### src/rtl/player_bullet_pkg.sv
// player_bullet_pkg: bullet geometry, timing, colour and FSM state type
package player_bullet_pkg;

    localparam int          BULLET_W        = 4;
    localparam int          BULLET_H        = 8;
    localparam int          BULLET_SPEED    = 6;
    localparam int          COOLDOWN_FRAMES = 10;
    localparam logic [23:0] BULLET_COLOR    = 24'hFFFF00;

    typedef enum logic [1:0] {B_IDLE, B_FLYING, B_COOLDOWN} bullet_state_t;

endpackage

### src/rtl/fire_sync.sv
// fire_sync: 2-FF synchroniser for the raw fire button plus rising-edge pulse
module fire_sync (
    input  logic pixel_clk,
    input  logic rst_n,
    input  logic fire_i,
    output logic rise_o
);

    logic [2:0] sync_q;

    // Two metastability stages followed by a history flop for edge detection
    always_ff @(posedge pixel_clk or negedge rst_n) begin
        if (!rst_n) sync_q <= 3'b000;
        else        sync_q <= {sync_q[1:0], fire_i};
    end

    assign rise_o = sync_q[1] & ~sync_q[2];

endmodule

### src/rtl/player_bullet.sv
// player_bullet: fire-button driven projectile with per-frame motion, cooldown and raster compare
module player_bullet
    import player_bullet_pkg::*;
(
    input  logic               pixel_clk,
    input  logic               rst_n,
    input  logic               fsync,
    input  logic signed [11:0] hpos,
    input  logic signed [11:0] vpos,
    input  logic               fire,
    input  logic signed [11:0] ship_x,
    input  logic signed [11:0] ship_top_y,
    input  logic               hit,
    output logic signed [11:0] bullet_x,
    output logic signed [11:0] bullet_y,
    output logic               bullet_active,
    output logic [7:0]         pixel [0:2],
    output logic               active,
    output logic [7:0]         shots_fired
);

    localparam logic signed [11:0] H12  = 12'(BULLET_H);
    localparam logic signed [11:0] S12  = 12'(BULLET_SPEED);
    localparam logic signed [11:0] HW12 = 12'(BULLET_W / 2);

    bullet_state_t      state_q, state_d;
    logic signed [11:0] x_q, x_d, y_q, y_d;
    logic               act_q, act_d, req_q, req_d, rise;
    logic [7:0]         cnt_q, cnt_d, shots_q, shots_d;

    fire_sync u_fire_sync (
        .pixel_clk (pixel_clk),
        .rst_n     (rst_n),
        .fire_i    (fire),
        .rise_o    (rise)
    );

    // State, position, request and counter registers; reset kills any bullet in flight
    always_ff @(posedge pixel_clk or negedge rst_n) begin
        if (!rst_n) begin
            state_q <= B_IDLE;
            x_q     <= '0;
            y_q     <= '0;
            act_q   <= 1'b0;
            req_q   <= 1'b0;
            cnt_q   <= '0;
            shots_q <= '0;
        end else begin
            state_q <= state_d;
            x_q     <= x_d;
            y_q     <= y_d;
            act_q   <= act_d;
            req_q   <= req_d;
            cnt_q   <= cnt_d;
            shots_q <= shots_d;
        end
    end

    // Next-state: fire edges latch only in IDLE; all motion and transitions happen on fsync
    always_comb begin
        state_d = state_q;
        x_d     = x_q;
        y_d     = y_q;
        act_d   = act_q;
        cnt_d   = cnt_q;
        shots_d = shots_q;
        req_d   = req_q | (rise && state_q == B_IDLE);
        if (fsync) begin
            case (state_q)
                B_IDLE: begin
                    if (req_q) begin
                        req_d = 1'b0;
                        if (ship_top_y >= H12) begin
                            x_d     = ship_x;
                            y_d     = ship_top_y - H12;
                            act_d   = 1'b1;
                            shots_d = (shots_q == 8'hFF) ? shots_q : shots_q + 8'd1;
                            state_d = B_FLYING;
                        end
                    end
                end
                B_FLYING: begin
                    if (hit || y_q < S12) begin
                        act_d   = 1'b0;
                        cnt_d   = 8'(COOLDOWN_FRAMES);
                        state_d = B_COOLDOWN;
                    end else begin
                        y_d = y_q - S12;
                    end
                end
                B_COOLDOWN: begin
                    state_d = (cnt_q == 8'd0) ? B_IDLE : B_COOLDOWN;
                    cnt_d   = (cnt_q == 8'd0) ? cnt_q : cnt_q - 8'd1;
                end
                default: state_d = B_IDLE;
            endcase
        end
    end

    assign bullet_x      = x_q;
    assign bullet_y      = y_q;
    assign bullet_active = act_q;
    assign shots_fired   = shots_q;

    assign active = act_q
                 && hpos >= x_q - HW12 && hpos <= x_q + HW12 - 12'sd1
                 && vpos >= y_q        && vpos <= y_q + H12 - 12'sd1;

    assign pixel[0] = active ? BULLET_COLOR[7:0]   : 8'h00;
    assign pixel[1] = active ? BULLET_COLOR[15:8]  : 8'h00;
    assign pixel[2] = active ? BULLET_COLOR[23:16] : 8'h00;

endmodule

### config.mk
export PLATFORM = sky130hd
export DESIGN_NAME = player_bullet
export DESIGN_NICKNAME = d
export VERILOG_FILES = /design/src/rtl/player_bullet_pkg.sv /design/src/rtl/fire_sync.sv /design/src/rtl/player_bullet.sv
export SDC_FILE = /design/constraint.sdc
export NUM_CORES = 1
export LEC_CHECK = 0
export BUFFER_PORTS_ARGS = -buffer_cell sky130_fd_sc_hd__buf_2
export CAP_MARGIN = 20
export CELL_PAD_IN_SITES_DETAIL_PLACEMENT = 1
export CELL_PAD_IN_SITES_GLOBAL_PLACEMENT = 1
export CORE_MARGIN = 2
export CORE_UTILIZATION = 30
export DETAILED_ROUTE_END_ITERATION = 10
export PLACE_DENSITY = 0.61
export SYNTH_ARGS = -nofsm -noshare
export SYNTH_HDL_FRONTEND = slang
export SYNTH_SLANG_ARGS = --single-unit
### constraint.sdc
create_clock -name pixel_clk -period 8.56 [get_ports pixel_clk]
set_input_delay 0.856 -clock pixel_clk [delete_from_list [all_inputs] [get_ports pixel_clk]]
set_output_delay 0.856 -clock pixel_clk [all_outputs]
set_load 0.1 [all_outputs]
## Word-level counts from Yosys, hierarchy flattened

Cells that the tools add are included.

- Bitwise logic cells: 4
- Reductions and logical operators: 16
- Muxes and demuxes: 20
- Add/sub/neg operators: 9
- Order comparisons: 6
- Equality and inequality tests: 8
- Shift-type cells: 0
- Div/mod/pow operators: 0
- Multipliers: 0

Operators with widths:

| cell | count |
|---|---|
| 2-to-1 mux 12 bit | 3 |
| greater-or-equal comparator 12 bit | 2 |
| less-or-equal comparator 12 bit | 2 |
| 2-to-1 mux 8 bit | 3 |
| case mux 12 bit (2 select lines) | 1 |
| subtractor 12 x 2 -> 12 bit, second input constant | 2 |
| case mux 8 bit (2 select lines) | 1 |
| AND reduction 5 bit | 3 |
| adder 12 x 3 -> 12 bit, second input constant | 1 |
| adder 12 x 5 -> 12 bit, second input constant | 1 |
| greater-or-equal comparator 12 x 5 -> 1 bit, second input constant | 1 |
| less-than comparator 12 x 4 -> 1 bit, second input constant | 1 |
| AND reduction 4 bit | 3 |
| subtractor 12 x 3 -> 12 bit, second input constant | 1 |
| subtractor 12 x 4 -> 12 bit, second input constant | 1 |
| subtractor 12 x 5 -> 12 bit, second input constant | 1 |
| adder 8 x 1 -> 8 bit, second input constant | 1 |
| equality test 8 bit, second input constant | 1 |
| zero test 8 bit | 1 |
| 2-to-1 mux 2 bit | 4 |
| inequality test 2 bit, second input constant | 4 |
| subtractor 8 x 1 -> 8 bit, second input constant | 1 |
| 2-to-1 mux 1 bit | 6 |
| case mux 2 bit (3 select lines) | 1 |
| 11 further kinds | 17 |

- Output and inout port bits: 58
- ROM bits: 0
- Bits in registers: 47
- Memories: 0
- Memory bits (writable): 0
- Bits in latches: 0
- Word-level logic and storage cells: 71
- Bits of input ports: 53

## Logic depth before layout (Yosys ltp)

- Word-level depth: 7
- Gate-level depth with buffers: 15
- Gate-level depth less buffers: 13

## Hierarchy

A second synthesis with hierarchy kept.

- Cells, all modules: 480
- Area total of the unflattened synthesis: 4205.3 um^2

By module, submodules not included:

| module | seq. area each (um^2) | cells an instance | instances | area each (um^2) |
|---|---|---|---|---|
| player_bullet | 1101.1 | 476 | 1 | 4116.4 |
| fire_sync | 75.1 | 4 | 1 | 88.8 |

## Worst setup path after synthesis

No wires, ideal clock.

- Kind: reg2out
- Start point: reg y_q[5], in the netlist bullet_y[5]
- End point: out pixel[0] (netlist bit)
- Required time: 7.704 ns
- Buffers on the path: 2
- Path slack: -0.185 ns
- Arrival: 7.889 ns
- Cell stages (with the launch flop): 15
- Cells stage by stage: dfrtp_1 > buf_2 > inv_1 > nor4_1 > nand2_1 > nor2_1 > nand3_1 > xnor2_1 > ha_1 > and4_1 > a22oi_1 > nand3_1 > o21ai_0 > nor4bb_1 > buf_4

RTL lines:

| item | RTL line | source |
|---|---|---|
| from (decl) | player_bullet.sv:27 | `logic signed [11:0] x_q, x_d, y_q, y_d;` |
| from (signal assigned) | player_bullet.sv:51 | `y_q <= y_d;` |
| to (decl) | player_bullet.sv:17 | `output logic [7:0] pixel [0:2],` |

==> impl_metrics.py <==
metrics = {
    "timing": {
        "final.setup.tns_ps": 0,
        "drv_slew": 0,
        "max_slew_margin_pct": 30.6,
        "period_needed_ps": 5380,
        "rsz0062_at_grt": "no",
        "setup_viol": 0,
        "finalHoldWorstSlack_ps": 354,
        "timing_hold_violations_final": 0,
        "max_slew.worst_pin.slew_ps": 1030,
        "fmax_mhz": 186,
        "final.period_utilization_pct": 62.8,
        "timing.clock.skew_ps": 6.92,
    },
    "grt": {
        "grt_use_total_pct": 16.2,
        "grt_max_degree": 48,
        "grt_pass1_wl_um": 19300,
        "first_global_vias": 3871,
        "grt_antenna_before_repair": 0,
        "overflow": 0,
    },
    "yosys": {
        "synth_largest_type_area_fraction_pct": 27.9,
        "synth-async-reset-ratio_pct": 100,
        "synthCells": 487,
        "synth-edff-count": 0,
        "post-synth-top-area-cell": "dfrtp_1",
        "synth_warnings": 0,
        "synth.top_cells.by_area": "dfrtp_1, ha_1, xnor2_1",
        "synth.ff_latch_count": 47,
        "synth_cell_types": 52,
        "synthesis.area_per_instance_um2": 8.64,
        "synth-seq-area-share_pct": 27.9,
        "syn_area_um2": 4210,
        "synth-main-ff-cell": "dfrtp_1",
    },
    "cts": {
        "inserted_clock_buffers": 5,
        "post_cts_resize_count": 0,
        "clock_tree.buffer_depth": 2,
        "clk_pin_slew_worst_setup_hold_paths_ps": 60,
        "cts_max_level": 2,
        "cts_root_buf": "clkbuf_16",
        "post_cts_buffers": 0,
        "worst_skew_pair.late_latency_ps": 290,
        "cts_tree": "built",
        "hold_buffers": 0,
        "cts_num_sinks": 47,
    },
    "critical_path": {
        "critical_path.cell_chain": "inv_1, ha_1, a21boi_0, nor2_1, nand3_1, xnor2_1, ha_1, and4_1, a22oi_1, nand3_1, o21ai_0, nor4bb_2, buf_2",
        "worst_path_largest_cell_delay_ps": 930,
        "criticalPathCategory": "reg2out",
        "timing.rr.start": "cnt_q[0]$_DFFE_PN0P_",
        "critical_path.n_buffers_inverters": 2,
        "endpoint_kind": "primary output",
        "crit_path_max_fanout": 17,
        "r2r_setup_slack_ps": 6390,
        "crit_path_arrival_time_ps": 4520,
        "critical_path_depth": 13,
        "rr_worst_depth": 7,
        "timing.critical_path.from_type": "flop",
        "timing.rr.end": "cnt_q[3]$_DFFE_PN0P_",
        "required_ps": 7700,
        "critical_path.slowest_cell": "nor4bb_2",
        "path_delay_family": "simple AND/OR/NAND/NOR gates",
    },
    "detailed_routing": {
        "routed_wl_um": 11800,
        "detailedRoute.firstIterationViolations": 91,
        "drt-vias-per-instance": 5.05,
        "drt.antenna.violating_nets": 0,
        "dr_total_vias": 3760,
        "post_drt_wl_per_cell_um": 15.9,
        "detailedRoute.firstPassIterationCount": 4,
        "route.detailed.drc": 0,
    },
    "placed_design": {
        "detailedPlacementHpwl_um": 9690,
        "dpl_cell_area_um2": 4740,
        "port_buffers": 102,
        "final_weighted_congestion_of_routability_driven_global_placement": 0.855,
        "dp_cells": 737,
    },
    "final_layout": {
        "design_area_um2": 4880,
        "stdcell_count": 744,
        "design.final.nets": 676,
        "layout.filler_cells": 1713,
        "areaGrowthSynthToFinish_pct": 16.1,
        "layout-drive-gt1-share_pct": 22.7,
        "num_antenna_cells": 0,
    },
    "job": {
        "max-cap-violations": 0,
    },
    "hold_path": {
        "hp-start": "u_fire_sync.sync_q[0]$_DFF_PN0_",
        "worstHoldEndpoint": "u_fire_sync.sync_q[1]$_DFF_PN0_",
        "hold-path-cell-count": 0,
        "worst_hold_path_type": "reg2reg",
    },
    "floorplan": {
        "die_area_um2": 15000,
        "io_pins": 111,
        "die_w_um": 122,
        "std_cell_rows": 43,
        "die_height_um": 122,
        "core-area_um2": 13800,
        "start_util_pct": 30.6,
    },
    "status": {
        "status": "finished clean",
    },
}
registers in the layout (all words and copies together) (netlist names):
name / flops
cnt_q: 8
u_fire_sync.sync_q: 3
shots_fired: 8
req_q: 1
bullet_x: 12
state_q: 2
bullet_active: 1
bullet_y: 12
metal layers:
metal | vias to the layer above | share of wire (%) | wire length (um) | track usage (%)
met5 | - | 0 | 0 | 0
met4 | 0 | 1.3 | 155 | 4.02
met3 | 9 | 3.8 | 453 | 2.83
met2 | 77 | 48 | 5690 | 27.5
met1 | 1804 | 47 | 5550 | 21.3
li1 | 1870 | - | - | -
how the worst max path moves through the flow:
stage                                  from         to  slack, ps
floorplan           bullet_y[5]$_DFFE_PN0P_   pixel[0]       1540
global placement    bullet_y[2]$_DFFE_PN0P_   pixel[0]       3520
detailed placement  bullet_y[2]$_DFFE_PN0P_  pixel[10]       3350
CTS                 bullet_y[2]$_DFFE_PN0P_  pixel[10]       3030
global route        bullet_y[2]$_DFFE_PN0P_  pixel[11]       2700
finish              bullet_y[2]$_DFFE_PN0P_  pixel[10]       3180
kinds of logic (layout without fill, tap and decap cells):
kind of cell               count (synthesis)  count (layout)  share of synthesized area, %
and+or+nand+nor                          147             147                          17.2
buffers and inverters                     70             140                          8.65
xor gates and xnor gates                  41              41                          8.53
AOI/OAI and AO/OA                        111             111                          17.1
muxes                                     11              11                          2.94
other                                      1               8                        0.0891
adders and majority gates                 59              59                          17.5
DFF                                       47              47                          27.9
cell usage in the layout, fill, tap and decap left out, types with 3 or more instances in the layout:
cell,instances
a31oi_1,5
nor4_1,9
nand4_1,15
buf_2,102
xor2_1,18
a21oi_1,39
mux2_2,11
clkbuf_16,5
o2111ai_1,3
o31ai_1,3
or4_1,3
a21o_1,8
nand3_1,15
nand2b_1,4
inv_1,29
dfrtp_1,47
ha_1,59
and3_1,3
nor2b_1,3
conb_1,8
nor2_1,39
nand2_1,38
or3_1,4
o22ai_1,6
xnor2_1,23
nor3_1,7
o21ai_0,25
synthesized netlist by cell type (all sizes together) (15+ instances only):
| cell | number |
|---|---|
| ha | 59 |
| dfrtp | 47 |
| a21oi | 39 |
| nor2 | 39 |
| nand2 | 38 |
| buf | 30 |
| inv | 29 |
| o21ai | 26 |
| xnor2 | 23 |
| xor2 | 18 |
| nand3 | 15 |
| nand4 | 15 |
final cells by class:
cell class	count	area, um2	area share, %
multi-input cells	377	2700	55.3
flip-flops and latches	47	1180	24.1
repair buffers	104	526	10.8
well taps	180	225	4.61
clock buffers	6	139	2.84
inverters	29	109	2.23
clock inverters	1	8.76	0.179
worst reg2reg max path: stages (launching register included):
cell	delay, ps
dfrtp_1	420
inv_1	100
ha_1	150
nand2b_1	70
o311ai_0	700
o21ai_1	340
a21oi_1	220
a21oi_1	50
metrics by stage:
step / worst slack (ps) / util (%)
finish: 3180 / 35.5
global placement: 3520 / 34.4
CTS: 3030 / 35.5
floorplan: 1540 / -
detailed placement: 3350 / 34.4
global route: 2700 / 35.5
Power is not shown: default switching activity piles up to over one toggle a cycle in this logic, so the estimate is an artifact.
